<file path="config.mk">
export PLATFORM = sky130hd
export DESIGN_NAME = machine_irq_ctrl
export DESIGN_NICKNAME = d
export VERILOG_FILES = /design/src/rtl/machine_irq_ctrl_pkg.sv /design/src/rtl/machine_irq_ctrl_sync.sv /design/src/rtl/machine_irq_ctrl.sv
export SDC_FILE = /design/constraint.sdc
export NUM_CORES = 1
export LEC_CHECK = 0
export CAP_MARGIN = 10
export CORE_MARGIN = 2
export CORE_UTILIZATION = 30
export CTS_BUF_LIST = sky130_fd_sc_hd__clkbuf_8
export DETAILED_ROUTE_END_ITERATION = 6
export DONT_BUFFER_PORTS = 1
export SLEW_MARGIN = 20
export SYNTH_ARGS = -nofsm -noshare
export SYNTH_HDL_FRONTEND = slang
export SYNTH_SLANG_ARGS = --single-unit
</file>
<file path="constraint.sdc">
create_clock -name clk -period 2.9 [get_ports clk]
set_clock_uncertainty 0.05 [all_clocks]
set_input_delay 0.29 -clock clk [delete_from_list [all_inputs] [get_ports clk]]
set_output_delay 0.29 -clock clk [all_outputs]
set_load 0.1 [all_outputs]
</file>
<file path="src/rtl/machine_irq_ctrl_pkg.sv">
// Shared register map, mip bit positions and bus payload types for the machine interrupt source.
package machine_irq_ctrl_pkg;

  localparam int unsigned REG_W  = 32;
  localparam int unsigned STRB_W = REG_W / 8;
  localparam int unsigned IRQ_W  = 32;
  localparam int unsigned TIME_W = 64;

  // Byte offsets of the memory-mapped registers
  localparam logic [15:0] MSIP_OFF        = 16'h0000;
  localparam logic [15:0] MTIMECMP_LO_OFF = 16'h4000;
  localparam logic [15:0] MTIMECMP_HI_OFF = 16'h4004;
  localparam logic [15:0] MTIME_LO_OFF    = 16'hBFF8;
  localparam logic [15:0] MTIME_HI_OFF    = 16'hBFFC;

  // mip bit indices, shared with the CSR unit
  localparam int unsigned MIP_MSIP = 3;
  localparam int unsigned MIP_MTIP = 7;
  localparam int unsigned MIP_MEIP = 11;

  typedef enum logic [2:0] {
    REG_NONE,
    REG_MSIP,
    REG_CMP_LO,
    REG_CMP_HI,
    REG_TIME_LO,
    REG_TIME_HI
  } reg_sel_e;

  // Response payload held until the consumer takes it
  typedef struct packed {
    logic             err;
    logic [REG_W-1:0] rdata;
  } resp_t;

  // Map a byte offset to a register; misaligned or unmapped offsets give REG_NONE
  function automatic reg_sel_e decode_addr(input logic [31:0] addr);
    reg_sel_e sel;
    sel = REG_NONE;
    if (addr[1:0] == 2'b00) begin
      if (addr == 32'(MSIP_OFF))             sel = REG_MSIP;
      else if (addr == 32'(MTIMECMP_LO_OFF)) sel = REG_CMP_LO;
      else if (addr == 32'(MTIMECMP_HI_OFF)) sel = REG_CMP_HI;
      else if (addr == 32'(MTIME_LO_OFF))    sel = REG_TIME_LO;
      else if (addr == 32'(MTIME_HI_OFF))    sel = REG_TIME_HI;
    end
    return sel;
  endfunction

  // Replace the byte lanes of old_val selected by strb with those of new_val
  function automatic logic [REG_W-1:0] merge_bytes(input logic [REG_W-1:0]  old_val,
                                                   input logic [REG_W-1:0]  new_val,
                                                   input logic [STRB_W-1:0] strb);
    logic [REG_W-1:0] res;
    res = old_val;
    for (int i = 0; i < int'(STRB_W); i++) begin
      if (strb[i]) res[i*8 +: 8] = new_val[i*8 +: 8];
    end
    return res;
  endfunction

endpackage

</file>
<file path="src/rtl/machine_irq_ctrl_sync.sv">
// irq_sync2: generic two-flop level synchroniser for asynchronous inputs.
module irq_sync2 (
  input  logic clk,
  input  logic rst,
  input  logic d,
  output logic q
);

  logic s1_d, s1_q;
  logic s2_d, s2_q;

  // Shift the sampled level through two stages
  always_comb begin
    s1_d = d;
    s2_d = s1_q;
  end

  // Synchroniser flops, cleared by synchronous reset
  always_ff @(posedge clk) begin
    if (rst) begin
      s1_q <= 1'b0;
      s2_q <= 1'b0;
    end else begin
      s1_q <= s1_d;
      s2_q <= s2_d;
    end
  end

  assign q = s2_q;

endmodule

</file>
<file path="src/rtl/machine_irq_ctrl.sv">
// Machine-level interrupt source: mtime/mtimecmp/msip registers, external irq
// synchronisation and the registered pending vector feeding CSR mip.
module machine_irq_ctrl
  import machine_irq_ctrl_pkg::*;
#(
  parameter int unsigned TICK_DIV = 1,
  parameter int unsigned ADDR_W   = 16
) (
  input  logic              clk,
  input  logic              rst,
  input  logic              req_valid,
  output logic              req_ready,
  input  logic              req_we,
  input  logic [ADDR_W-1:0] req_addr,
  input  logic [31:0]       req_wdata,
  input  logic [3:0]        req_wstrb,
  output logic              resp_valid,
  input  logic              resp_ready,
  output logic [31:0]       resp_rdata,
  output logic              resp_err,
  input  logic              ext_irq_async,
  output logic [31:0]       irq_pending
);

  localparam int unsigned PRESC_W = (TICK_DIV > 1) ? $clog2(TICK_DIV) : 1;
  localparam logic [PRESC_W-1:0] PRESC_MAX = PRESC_W'(TICK_DIV - 1);

  logic [PRESC_W-1:0] presc_d, presc_q;
  logic [TIME_W-1:0]  mtime_d, mtime_q;
  logic [TIME_W-1:0]  mtimecmp_d, mtimecmp_q;
  logic               msip_d, msip_q;
  logic               mtip_d, mtip_q;
  logic               meip_d, meip_q;
  logic               resp_valid_d, resp_valid_q;
  resp_t              resp_d, resp_q;

  logic               ext_irq_sync;
  logic               accept;
  logic               tick;
  reg_sel_e           sel;
  logic [REG_W-1:0]   rd_val;

  irq_sync2 u_sync (
    .clk (clk),
    .rst (rst),
    .d   (ext_irq_async),
    .q   (ext_irq_sync)
  );

  // A new request can enter whenever the response slot is empty or draining
  assign req_ready = !resp_valid_q | resp_ready;
  assign accept    = req_valid & req_ready;

  // Next-state for timer, registers and response slot
  always_comb begin
    presc_d      = presc_q;
    mtime_d      = mtime_q;
    mtimecmp_d   = mtimecmp_q;
    msip_d       = msip_q;
    resp_valid_d = resp_valid_q;
    resp_d       = resp_q;
    rd_val       = '0;

    sel  = decode_addr(32'(req_addr));
    tick = (presc_q == PRESC_MAX);

    presc_d = tick ? '0 : presc_q + PRESC_W'(1);
    if (tick) mtime_d = mtime_q + 64'd1;

    unique case (sel)
      REG_MSIP:    rd_val = {31'd0, msip_q};
      REG_CMP_LO:  rd_val = mtimecmp_q[31:0];
      REG_CMP_HI:  rd_val = mtimecmp_q[63:32];
      REG_TIME_LO: rd_val = mtime_q[31:0];
      REG_TIME_HI: rd_val = mtime_q[63:32];
      default:     rd_val = '0;
    endcase

    if (resp_valid_q && resp_ready) resp_valid_d = 1'b0;

    if (accept) begin
      resp_valid_d = 1'b1;
      resp_d.err   = (sel == REG_NONE);
      resp_d.rdata = (!req_we && sel != REG_NONE) ? rd_val : '0;
      if (req_we) begin
        // A non-empty mtime write replaces the whole counter, so any tick this cycle is lost
        unique case (sel)
          REG_MSIP:    if (req_wstrb[0]) msip_d = req_wdata[0];
          REG_CMP_LO:  mtimecmp_d[31:0]  = merge_bytes(mtimecmp_q[31:0], req_wdata, req_wstrb);
          REG_CMP_HI:  mtimecmp_d[63:32] = merge_bytes(mtimecmp_q[63:32], req_wdata, req_wstrb);
          REG_TIME_LO: if (|req_wstrb)
                         mtime_d = {mtime_q[63:32], merge_bytes(mtime_q[31:0], req_wdata, req_wstrb)};
          REG_TIME_HI: if (|req_wstrb)
                         mtime_d = {merge_bytes(mtime_q[63:32], req_wdata, req_wstrb), mtime_q[31:0]};
          default: ;
        endcase
      end
    end

    mtip_d = (mtime_q >= mtimecmp_q);
    meip_d = ext_irq_sync;
  end

  // State registers with synchronous reset
  always_ff @(posedge clk) begin
    if (rst) begin
      presc_q      <= '0;
      mtime_q      <= '0;
      mtimecmp_q   <= '1;
      msip_q       <= 1'b0;
      mtip_q       <= 1'b0;
      meip_q       <= 1'b0;
      resp_valid_q <= 1'b0;
      resp_q       <= '0;
    end else begin
      presc_q      <= presc_d;
      mtime_q      <= mtime_d;
      mtimecmp_q   <= mtimecmp_d;
      msip_q       <= msip_d;
      mtip_q       <= mtip_d;
      meip_q       <= meip_d;
      resp_valid_q <= resp_valid_d;
      resp_q       <= resp_d;
    end
  end

  // Pending vector assembled purely from flop outputs
  always_comb begin
    irq_pending           = '0;
    irq_pending[MIP_MSIP] = msip_q;
    irq_pending[MIP_MTIP] = mtip_q;
    irq_pending[MIP_MEIP] = meip_q;
  end

  assign resp_valid = resp_valid_q;
  assign resp_rdata = resp_q.rdata;
  assign resp_err   = resp_q.err;

endmodule
</file>
==> results.txt <==
----------------------------------------------------
[Clock tree]
  Total clock sinks ... 168
  Number of buffers added for setup after CTS ... 0
  Max Root-Sink Buffers ... 2
  Number of levels in the clock H-tree ... 4
  TritonCTS clock tree ... built
  Latest clock arrival within the worst-skew pair ... 0.52 ns
  Clock input transition at the sequential cells of the worst setup and hold paths ... 0.10 ns
  Number of buffers inserted during clock tree synthesis ... 17
  Clock tree root driver cell ... clkbuf_8

[Setup path]
  Worst setup path category ... reg2reg
  Highest fanout seen on the critical path ... 6
  RR Startpoint ... mtime_q[0]
  Total number of cells along the worst setup path ... 9
  Arrival time reported for the critical path endpoint ... 3.10 ns
  Family of cells with the greatest summed delay on the critical path ... simple AND/OR/NAND/NOR gates
  Crit path capture type ... register
  Crit path buffers/inverters ... 2
  Chain of cells forming the critical path ... ha_1 -> nand4b_2 -> buf_4 -> nor4_1 -> buf_4 -> nand3_1 -> or2_1 -> o31a_1 -> a31oi_1
  Critical path startpoint category ... register
  Depth of the most critical reg-to-reg path ... 9
  Data required time of the critical path ... 3.29 ns
  Worst reg2reg path endpoint ... mtime_q[60]
  Cell with the largest stage delay on the worst path ... dfxtp_1
  Maximum cell stage delay along the critical path ... 0.44 ns
  Worst reg2reg setup slack ... 0.19 ns
  Critical Path Most Common Cell ... buf_4

[Synth]
  Mean post-synth cell area ... 7.83 um^2
  Yosys Warn Count ... 0
  Number of distinct library cells after synthesis ... 86
  Dominant synthesized flop cell ... dfxtp_1
  EDFF count, synth ... 0
  Number of instances in the synthesized netlist ... 1450
  Sequential share of the synthesized area ... 29.6%
  Mapped cell area ... 11300 um^2
  Share of async-settable or async-resettable flops after synthesis ... 0%
  Flip-flop and latch count after synthesis ... 168

[Placement]
  Input/output buffers ... 0
  Final weighted congestion in routability-driven placement ... 0.938
  Placed cell areas ... 12200 um^2
  Total half-perimeter wirelength after legalization and detailed placement ... 33200 um
  # placed instances ... 1962

[Global routing]
  Vias in the first global route ... 11500
  Number of antenna violations at the first check in global routing ... 0
  Maximum number of pins on one net before global-route repair ... 61
  First-pass GRT wire length ... 71900 um
  Met3 track utilization from global routing ... 4.82%
  Overall overflow remaining after global route ... 0
  GRT met1 Usage ... 32.0%
  Global-route usage over all layers ... 24.3%
  Global routing usage on met2 ... 38.8%
  Busiest layer in global routing ... met2

[Outcome]
  Run status ... finished, final reports clean

[Detailed routing]
  Final wirelength ... 47700 um
  Total via count in the routed design ... 12200
  DR vias/cell ... 5.98
  DRC ... 0
  Routed wire per std cell ... 23.4 um
  1st-iter DRT viols ... 1428
  Detailed-routing iteration count for the pre-antenna-repair pass ... 6
  Antenna Violating Nets Remaining ... 0

[Timing]
  Slew Viols, Final ... 0
  Period utilisation layout ... 93.5%
  Final hold vios ... 0
  Min Tclk post-route ... 2.71 ns
  Number of endpoints failing setup at the final stage ... 0
  Sum of negative setup slack ... 0 ns
  Least-Margin Pin Slew ... 1.09 ns
  Worst slew slack as a fraction of its limit ... 27.4%
  Hold_ws ... 0.0341 ns
  Unrepaired setup endpoints after global routing ... no
  Upper clock frequency limit ... 369 MHz

[Finish]
  Area growth from synthesis to layout ... 15.5%
  Post-route standard cell area excluding fillers ... 13100 um^2
  Final-layout fill cell count ... 3975
  Total Nets Final ... 1636
  Antenna diode count ... 0
  Most frequent standard cell in the layout excluding fill and tap cells ... nand2_1
  Final cell count without fillers ... 2036
  Most frequent cells in the layout ... 198 x nand2_1, 168 x dfxtp_1, 100 x buf_4
  Share of cells above drive strength 1 ... 11.8%

[Worst hold path]
  Startpoint of the worst hold path ... req_wdata[22]
  Hold EP ... mtime_q[54]
  Min-delay worst type ... in2reg
  Worst Hold Depth ... 2

[Floorplanning]
  Number of placement rows ... 71
  Die area ... 39400 um^2
  Core area ... 37500 um^2
  Die height ... 198 um
  Floorplan die width ... 198 um
  Starting density of the core ... 30.3%
  Boundary Pins ... 125

[Power and ir drop]
  Max rail drop VDD ... 0.284 mV
  Leak pwr ... 5.20 nW
  PD cells ... 366 nW/um^2
  Total power after layout ... 0.00479 W

[Job]
  Max-capacitance violation count ... 0

----------------------------------------------------
worst reg2reg max path, delay by kind of cell (launching register included):
family          cells  cell delay, ns
simple gates        4            1.03
compound gates      2            0.46
fa+ha+maj           1            0.25
buf+inv             2            0.41
flops               1            0.44
registers in the layout, indices dropped and copies added, names as in the netlist:
register and count:
meip_q 1, u_sync.s1_q 1, mtimecmp_q 64, u_sync.q 1
resp_err 1, resp_valid 1, mtime_q 64, presc_q 1
mtip_q 1, resp_rdata 32, msip_q 1
timing repair:
action                                 CTS  global route
endpoints found under the hold margin  138             0
gates resized for setup                  0             0
hold buffers                            43             0
final cells by class:
| type | instances | area [um^2] | share of cell area, % |
|---|---|---|---|
| flip-flops and latches | 168 | 3360 | 25.7 |
| well taps | 511 | 639 | 4.88 |
| repair buffers | 147 | 1280 | 9.75 |
| multi-input cells | 1099 | 7090 | 54.1 |
| inverters | 80 | 300 | 2.29 |
| clock inverters | 12 | 174 | 1.33 |
| clock buffers | 19 | 262 | 1.99 |
synth_stat cells, types with 27 or more instances:
library cell / count / share of area, %
nand2_1: 198 / 6.5
nor2_1: 77 / 2.5
ha_1: 65 / 7.2
o211ai_1: 70 / 4.6
nand3_1: 52 / 2.3
o21ai_1: 31 / 1.4
inv_1: 79 / 2.6
buf_4: 41 / 2.7
nand4_1: 48 / 2.6
buf_2: 27 / 1.2
dfxtp_1: 168 / 30
clkbuf_1: 51 / 1.7
a222oi_1: 28 / 2.5
a21oi_1: 71 / 3.1
o21ai_0: 63 / 2.8
worst max path at each step:
| stage | start | endpoint |
|---|---|---|
| final | mtime_q[0] | mtime_q[60] |
| after global routing | mtime_q[0] | mtime_q[58] |
| after CTS | mtime_q[0] | mtime_q[54] |
| after detailed placement | req_wstrb[1] | mtime_q[19] |
| after global placement | req_wstrb[1] | mtime_q[19] |
| after floorplan | resp_valid | mtime_q[59] |
cell families (layout without fill, tap and decap cells):
kind of cell	Yosys count	count (layout)	share of synthesized area (%)
buffers and inverters	212	258	9.00
other	1	30	0.0330
adder cells (fa/ha/maj)	65	65	7.17
flip-flops	168	168	29.6
multiplexers	12	12	1.08
AO/OA/AOI/OAI	447	447	27.7
XOR/XNOR	11	11	0.849
AND/OR/NAND/NOR	534	534	24.5
per-layer routing:
metal	vias to the layer above	part of all wire [%]
li1	5546	-
met1	5871	42
met2	646	45
met3	115	9.3
met4	0	3.6
met5	-	0
per-stage QoR:
step	utilization, %	setup slack [ns]
after CTS	35.0	0.220
after detailed placement	32.6	0.231
final	35.0	0.189
after floorplan	-	0.0541
after global routing	35.0	0.0193
after global placement	32.6	0.238
report_power, final:
part	switching (W)	total, W	internal (W)
Combinational	0.000367	0.000467	0.0000997
Clock	0.00102	0.00200	0.000979
Sequential	0.0000180	0.00233	0.00231
Total	0.00140	0.00479	0.00339
Note: power is estimated with default switching activity, not from simulation.
